$ cat src/rtl/seq_stack_pkg.sv
// Shared definitions for the microprogram sequencer return-address stack.
package seq_stack_pkg;

    // Default AM2910 geometry
    localparam int unsigned DEF_WIDTH = 12;
    localparam int unsigned DEF_DEPTH = 5;

    // Behaviour of a push (without pop) while the stack is full
    localparam int unsigned OVF_OVERWRITE = 0;
    localparam int unsigned OVF_DISCARD   = 1;

    // Per-cycle operation after priority resolution
    typedef enum logic [2:0] {
        OP_HOLD    = 3'd0,
        OP_CLEAR   = 3'd1,
        OP_REPLACE = 3'd2,
        OP_PUSH    = 3'd3,
        OP_POP     = 3'd4
    } stack_op_e;

    // Resolve request lines: clear > push+pop > push > pop > hold
    function automatic stack_op_e decode_op(input logic clr, input logic push, input logic pop);
        if (clr)              return OP_CLEAR;
        else if (push && pop) return OP_REPLACE;
        else if (push)        return OP_PUSH;
        else if (pop)         return OP_POP;
        else                  return OP_HOLD;
    endfunction

endpackage

$ cat src/rtl/seq_stack.sv
// Parametrised LIFO return-address stack with occupancy count, replace-top,
// sticky overflow/underflow flags and selectable full-push policy.
module seq_stack
    import seq_stack_pkg::*;
#(
    parameter int unsigned WIDTH    = DEF_WIDTH,
    parameter int unsigned DEPTH    = DEF_DEPTH,
    parameter int unsigned OVF_MODE = OVF_OVERWRITE
) (
    input  logic                       clk,
    input  logic                       reset_n,
    input  logic                       push_en,
    input  logic                       pop_en,
    input  logic                       clear_en,
    input  logic                       err_clr,
    input  logic [WIDTH-1:0]           data_in,
    output logic [WIDTH-1:0]           data_out,
    output logic [$clog2(DEPTH+1)-1:0] count,
    output logic                       full,
    output logic                       empty,
    output logic                       overflow,
    output logic                       underflow
);

    localparam int unsigned CNT_W = $clog2(DEPTH + 1);
    localparam int unsigned IDX_W = $clog2(DEPTH);

    // Reject unsupported geometries at elaboration
    if (DEPTH < 2 || DEPTH > 64 || WIDTH < 1) begin : g_param_check
        $error("seq_stack: DEPTH must be 2..64 and WIDTH >= 1");
    end

    logic [WIDTH-1:0] mem [DEPTH];
    logic [CNT_W-1:0] sp;
    logic [CNT_W-1:0] sp_nxt;
    logic [IDX_W-1:0] top_idx;
    logic [IDX_W-1:0] wr_idx;
    logic             wr_en;
    logic             ovf_set;
    logic             unf_set;
    logic             is_full;
    logic             is_empty;
    stack_op_e        op;

    assign is_empty = (sp == '0);
    assign is_full  = (sp == CNT_W'(DEPTH));
    assign top_idx  = is_empty ? '0 : IDX_W'(sp - CNT_W'(1));
    assign op       = decode_op(clear_en, push_en, pop_en);

    // Status and top-of-stack view, derived only from registered state
    assign count    = sp;
    assign full     = is_full;
    assign empty    = is_empty;
    assign data_out = is_empty ? '0 : mem[top_idx];

    // Next pointer, write strobe/index and error events for this cycle
    always_comb begin
        sp_nxt  = sp;
        wr_en   = 1'b0;
        wr_idx  = top_idx;
        ovf_set = 1'b0;
        unf_set = 1'b0;
        unique case (op)
            OP_CLEAR: begin
                sp_nxt = '0;
            end
            OP_REPLACE: begin
                // On an empty stack this degenerates to a plain push
                wr_en = 1'b1;
                if (is_empty) begin
                    wr_idx = '0;
                    sp_nxt = CNT_W'(1);
                end else begin
                    wr_idx = top_idx;
                end
            end
            OP_PUSH: begin
                if (!is_full) begin
                    wr_en  = 1'b1;
                    wr_idx = IDX_W'(sp);
                    sp_nxt = sp + CNT_W'(1);
                end else begin
                    ovf_set = 1'b1;
                    if (OVF_MODE == OVF_OVERWRITE) begin
                        wr_en  = 1'b1;
                        wr_idx = IDX_W'(DEPTH - 1);
                    end
                end
            end
            OP_POP: begin
                if (!is_empty) begin
                    sp_nxt = sp - CNT_W'(1);
                end else begin
                    unf_set = 1'b1;
                end
            end
            default: begin
            end
        endcase
    end

    // Pointer and sticky flags; a new error event overrides err_clr
    always_ff @(posedge clk or negedge reset_n) begin
        if (!reset_n) begin
            sp        <= '0;
            overflow  <= 1'b0;
            underflow <= 1'b0;
        end else begin
            sp        <= sp_nxt;
            overflow  <= ovf_set | (overflow & ~err_clr);
            underflow <= unf_set | (underflow & ~err_clr);
        end
    end

    // Storage array; contents are don't-care after reset so it carries none
    always_ff @(posedge clk) begin
        if (wr_en) begin
            mem[wr_idx] <= data_in;
        end
    end

endmodule

$ cat config.mk
export PLATFORM = sky130hd
export DESIGN_NAME = seq_stack
export DESIGN_NICKNAME = d
export VERILOG_FILES = /design/src/rtl/seq_stack_pkg.sv /design/src/rtl/seq_stack.sv
export SDC_FILE = /design/constraint.sdc
export NUM_CORES = 1
export LEC_CHECK = 0
export CORE_ASPECT_RATIO = 1.75
export CORE_MARGIN = 3
export CORE_UTILIZATION = 33
export DETAILED_ROUTE_END_ITERATION = 8
export MAX_ROUTING_LAYER = met4
export SLEW_MARGIN = 0
export SYNTH_ARGS = -nofsm -noshare
export SYNTH_HDL_FRONTEND = slang
export SYNTH_SLANG_ARGS = --single-unit
$ cat constraint.sdc
create_clock -name clk -period 3.6 [get_ports clk]
set_input_delay 1.08 -clock clk [delete_from_list [all_inputs] [get_ports clk]]
set_output_delay 1.08 -clock clk [all_outputs]
set_load 0.1 [all_outputs]
==> metrics, run 1 <==
power density cells 666 nW/µm²; number of synthesized flops with an enable pin 60; crit path max-delay cell type dfrtp_4; max frequency 287 MHz; Worst Setup End Kind output pin; DRC violations left 0; cts bufs inserted 9; CTS Sinks 65; distinct cell type count after synthesis 33; Synth Register Bits 65; share of cells above drive strength 1 0.296; grt ovf 0; total routing usage reported by global routing 0.132; Final ANT Viol Nets 0; average instance area after synthesis 15.1 µm²; worst hold slack across all endpoints 0.541 ns; clock tree buffer depth 2; portion of the clock cycle consumed by the worst path in the final layout 0.966; CP Data Arrival Time 2.40 ns; total setup violations reported at the end of the flow 0; Final Routed Wirelength 5560 µm; wire length per cell 16.8 µm; worst endpoint required time 2.52 ns; CTS tree yes; PnR worst setup slack 0.121 ns; post-layout minimum cycle time 3.48 ns; first-pass GRT wire length 8910 µm; post-synthesis sequential area ratio 0.688; Critical Path Most Common Cell inv_1; die height 128 µm; RSZ-0062 raised after global routing false; number of setup buffers added after CTS 0; clock latency on the worst-skew pair 0.32 ns; aggregate negative setup slack 0 ns; H-tree levels 3; number of global-route vias before repair 1,699; master cell of the clock root buffer clkbuf_16; estimated wirelength of the detail-placed design 3910 µm; fill count 690; vias per inst 5.10; Min-Delay Path Class register to register; result of the run complete, no violations; area overhead of the layout relative to synthesis 42.8%; leakage power of the design 1.39 nW; proportion of synthesized flip-flops having asynchronous set or reset 0.0769; cells after synthesis 185; cell chain of the critical path inv_1 -> ha_4 -> inv_1 -> ha_1 -> nor2_2 -> nand2b_2 -> buf_4 -> o221ai_4 -> buf_12; largest fanout on the critical path 12; peak ir drop on the vdd network 326 µV; clock skew 0.00549 ns; number of warnings issued by yosys 0; syn nets 210; count of pins over their slew limit 0; core footprint 8070 µm²; number of rows created at floorplan 43; kind of start point of the critical path register; Post-Syn Area 2800 µm²; headroom to the max-slew limit 0.702; via count 1,683; post-placement worst setup slack 0.156 ns; Synth Flop Type edfxtp_1; delay of the slowest cell on the worst path 0.48 ns; antenna violations before repair 0; clock transition time at the flip-flop clock pins of the worst setup and hold paths 0.05 ns; IO Port Bufs 36; Top-Level Pins 37; pin count of the biggest net entering global routing 26; diodes inserted 0; Die Wd 75.7 µm; placer congestion estimate 0.828; Starting Density 0.347; type of the worst setup path register to output pin; transition time at the pin with the least slew margin 0.446 ns; total of hold buffers inserted after clock tree synthesis 0; fin nets 262; TritonRoute pass-1 iters 4; die area 9670 µm²; Multi-input gate area 1050 µm²; reported max-cap violation count 0; count of final hold-check violations 0; number of design-rule violations left by the first detailed-router iteration 96; footprint of the flip-flops and latches 1940 µm²
## cells by family (layout without fill, tap and decap cells)
kind of cell | count (synthesis) | count (layout) | share of synthesized area
buf+inv | 17 | 72 | 0.0268
flops | 65 | 65 | 0.688
mux | 29 | 29 | 0.106
fa+ha+maj | 7 | 7 | 0.0313
compound gates | 27 | 27 | 0.0768
simple gates | 40 | 40 | 0.0715
## cells in the mapped netlist, drive strengths merged, types with 2 or more instances
master / n / area [µm²]
ha: 7 / 87.6
clkbuf: 2 / 7.51
nand2b: 3 / 18.8
inv: 10 / 37.5
nor3: 2 / 15.0
o32ai: 2 / 17.5
mux2: 2 / 26.3
o221ai: 12 / 105
o22ai: 3 / 18.8
nand2: 20 / 75.1
nor2: 8 / 37.5
nor2b: 4 / 25.0
buf: 5 / 30.0
dfrtp: 5 / 125
mux2i: 27 / 270
edfxtp: 60 / 1800
## per-stage QoR
| stage | total power [mW] | util | area (µm²) | cells |
|---|---|---|---|---|
| 2_1_floorplan | 1.56 | - | 3090 | 185 |
| 3_3_place_gp | 1.81 | 0.456 | 3680 | 316 |
| 3_5_place_dp | 1.81 | 0.456 | 3680 | 316 |
| 4_1_cts | 2.69 | 0.494 | 3990 | 330 |
| 5_1_grt | 2.76 | 0.496 | 4000 | 330 |
| 6_report | 2.67 | 0.496 | 4000 | 330 |
## power by group
| part | switching, mW | internal, mW | total [mW] |
|---|---|---|---|
| sequential | 0.0107 | 0.862 | 0.873 |
| clock | 0.276 | 0.594 | 0.870 |
| combinational | 0.584 | 0.339 | 0.923 |
## worst max-delay path, delay by kind of cell (launching register included)
kind,cells,cell delay (ns)
simple gates,2,0.22
compound gates,1,0.26
buf+inv,4,0.68
flops,1,0.48
fa+ha+maj,2,0.42
## routing by layer
| layer | vias to the layer above | track usage | wire length [µm] |
|---|---|---|---|
| li1 | 813 | - | - |
| met1 | 827 | 0.143 | 2160 |
| met5 | - | - | 0 |
| met2 | 36 | 0.222 | 3090 |
| met4 | 0 | 0.0556 | 103 |
| met3 | 7 | 0.0353 | 193 |
## placed cells by master, fill, tap and decap left out, types with 2 or more instances in the layout
cell             instances
inv_1                   10
clkinv_2                 2
ha_1                     5
buf_4                   18
ha_4                     2
o22ai_1                  3
clkbuf_16                9
nor2_1                   6
nand2_1                 19
clkdlybuf4s50_1         17
dfrtp_1                  2
bufinv_16                2
nand2b_1                 2
buf_12                  13
o221ai_4                12
o32ai_1                  2
nor2b_1                  3
mux2i_1                 27
edfxtp_1                60
dfrtp_4                  2
## cell type report
class | count | share of cell area
timing repair buffer | 48 | 0.141
tap | 90 | 0.0282
multi-input combinational | 103 | 0.262
inverter | 10 | 0.00938
clock inverter | 4 | 0.0175
clock buffer | 10 | 0.0572
sequential | 65 | 0.484
## path summary, 6_finish.rpt
kind / endpoint / start / slack [ns] / depth (start not counted)
max: data_out[2] / count[1] / 0.12 / 9
min: overflow / overflow / 0.54 / 2
max reg2reg: mem[2][11] / count[0] / 1.32 / 8
min reg2reg: overflow / overflow / 0.54 / 2
max in group asynchronous: count[1] / reset_n / 2.36 / 1
min in group asynchronous: overflow / reset_n / 1.00 / 1
## sequential cells by signal, indices dropped and copies added, names as in the netlist
name       count
overflow       1
underflow      1
mem           60
count          3
## timing repair
item,4_1_cts,5_1_grt
resized for setup,2,2
gates cloned,0,0
setup endpoints to repair,12,12
Note: power is estimated with default switching activity, not from simulation.
==> run 2: changes to the inputs <==
==> constraint.sdc (replaced) <==
create_clock -name clk -period 3.6 [get_ports clk]
set_input_delay 0.36 -clock clk [delete_from_list [all_inputs] [get_ports clk]]
set_output_delay 0.36 -clock clk [all_outputs]
set_load 0.1 [all_outputs]
==> metrics, run 2 (synthesis results as in run 1) <==
largest fanout on the critical path 24; via count 1,676; Biggest register mem; estimated wirelength of the detail-placed design 4010 µm; Min-Delay Path Class input pin to asynchronous set/reset pin; wire length per cell 17.0 µm; commonest non-fill, non-tap cell in the layout edfxtp_1; total of hold buffers inserted after clock tree synthesis 0; RSZ-0062 raised after global routing false; clock skew 0.00248 ns; combinational fraction of design power 0.346; clock tree buffer depth 2; max frequency 324 MHz; max reg flops 60; fin nets 259; count of pins over their slew limit 0; internal power component 1.71 mW; DRC violations left 0; Die Wd 75.7 µm; CTS tree yes; placer congestion estimate 0.848; Final Routed Wirelength 5590 µm; clock network fraction of total power 0.314; sequential share of power 0.340; peak ir drop on the vdd network 324 µV; number of setup buffers added after CTS 0; Starting Density 0.347; TritonRoute pass-1 iters 4; pin count of the biggest net entering global routing 25; fraction of power spent switching nets 0.337; diodes inserted 0; cts bufs inserted 9; Critical Path Most Common Cell ha_1; result of the run complete, no violations; number of design-rule violations left by the first detailed-router iteration 83; headroom to the max-slew limit 0.349; total setup violations reported at the end of the flow 0; count of final hold-check violations 0; aggregate negative setup slack 0 ns; share of cells above drive strength 1 0.238; clock latency on the worst-skew pair 0.31 ns; Worst Setup End Kind output pin; total routing usage reported by global routing 0.134; post-layout minimum cycle time 3.08 ns; WP buf/inv 3; cell chain of the critical path inv_1 -> ha_1 -> ha_1 -> nor2_4 -> buf_4 -> mux2i_1 -> o221ai_4 -> buf_12; vias per inst 5.09; clock transition time at the flip-flop clock pins of the worst setup and hold paths 0.05 ns; type of the worst setup path register to output pin; die height 128 µm; Area after DPL 3630 µm²; first-pass GRT wire length 8880 µm; worst endpoint required time 3.24 ns; Sw Pwr 869 µW; number of rows created at floorplan 43; commonest non-fill, non-tap cells in the layout edfxtp_1 (60), mux2i_1 (27), clkdlybuf4s50_1 (22); grt ovf 0; kind of cell adding the most delay to the critical path buffers and inverters; kind of start point of the critical path register; portion of the clock cycle consumed by the worst path in the final layout 0.856; master cell of the clock root buffer clkbuf_16; reported max-cap violation count 0; crit path max-delay cell type dfrtp_2; power density cells 658 nW/µm²; leakage power of the design 1.35 nW; Top-Level Pins 37; H-tree levels 3; Final ANT Viol Nets 0; die area 9670 µm²; CTS Sinks 65; number of global-route vias before repair 1,719; IO Port Bufs 36; CP Data Arrival Time 2.72 ns; number of cells upsized or downsized after cts 0; delay of the slowest cell on the worst path 0.48 ns; antenna violations before repair 0; transition time at the pin with the least slew margin 0.973 ns; design area 3920 µm²; core footprint 8070 µm²; area overhead of the layout relative to synthesis 39.9%
[run 2: final cells by class]
| type | instances | area (µm²) |
|---|---|---|
| Inverter | 10 | 37.5 |
| Sequential cell | 65 | 1930 |
| Clock inverter | 6 | 58.8 |
| Tap cell | 90 | 113 |
| Clock buffer | 10 | 229 |
| Fill cell | 685 | 4150 |
| Multi-Input combinational cell | 103 | 1010 |
| Timing Repair Buffer | 45 | 543 |
[run 2: power by group through the flow]
| stage | Sequential, mW | Combinational (mW) | Clock [mW] |
|---|---|---|---|
| finish | 0.876 | 0.893 | 0.810 |
| global route | 0.879 | 0.933 | 0.866 |
| CTS | 0.876 | 0.905 | 0.829 |
| detailed placement | 0.891 | 0.903 | 0 |
| global placement | 0.890 | 0.901 | 0 |
| floorplan | 0.925 | 0.600 | 0 |
[run 2: metrics by stage]
stage	power, mW	util	setup WS [ns]	hold WS [ns]	cells
floorplan	1.53	-	0.0509	0.0644	185
global placement	1.79	0.450	0.847	0.526	313
detailed placement	1.79	0.450	0.826	0.527	313
CTS	2.61	0.486	0.481	0.279	329
global route	2.68	0.486	0.377	0.273	329
finish	2.58	0.486	0.517	0.279	329
[run 2: worst reg2reg max path, stage by stage (launching register included)]
cell and delay [ns]:
dfrtp_2 0.48, inv_1 0.11, ha_1 0.26, ha_1 0.30, o32ai_1 0.12, mux2i_1 0.27, nor2b_1 0.40, buf_4 0.26
[run 2: final timing paths]
path / start / endpoint / slack (ns) / cells after the start
max: count[0] / data_out[9] / 0.52 / 8
min: reset_n / underflow / 0.28 / 1
max reg2reg: count[0] / mem[1][5] / 1.09 / 7
min reg2reg: underflow / underflow / 0.54 / 2
max in group asynchronous: reset_n / count[1] / 3.09 / 1
min in group clk: underflow / underflow / 0.54 / 2
[run 2: metal layers]
layer / vias up / share of wire / global-route usage
met1: 808 / 0.37 / 0.134
met4: 0 / 0.026 / 0.0659
li1: 814 / - / -
met3: 8 / 0.043 / 0.0353
met5: - / 0 / -
met2: 46 / 0.56 / 0.230
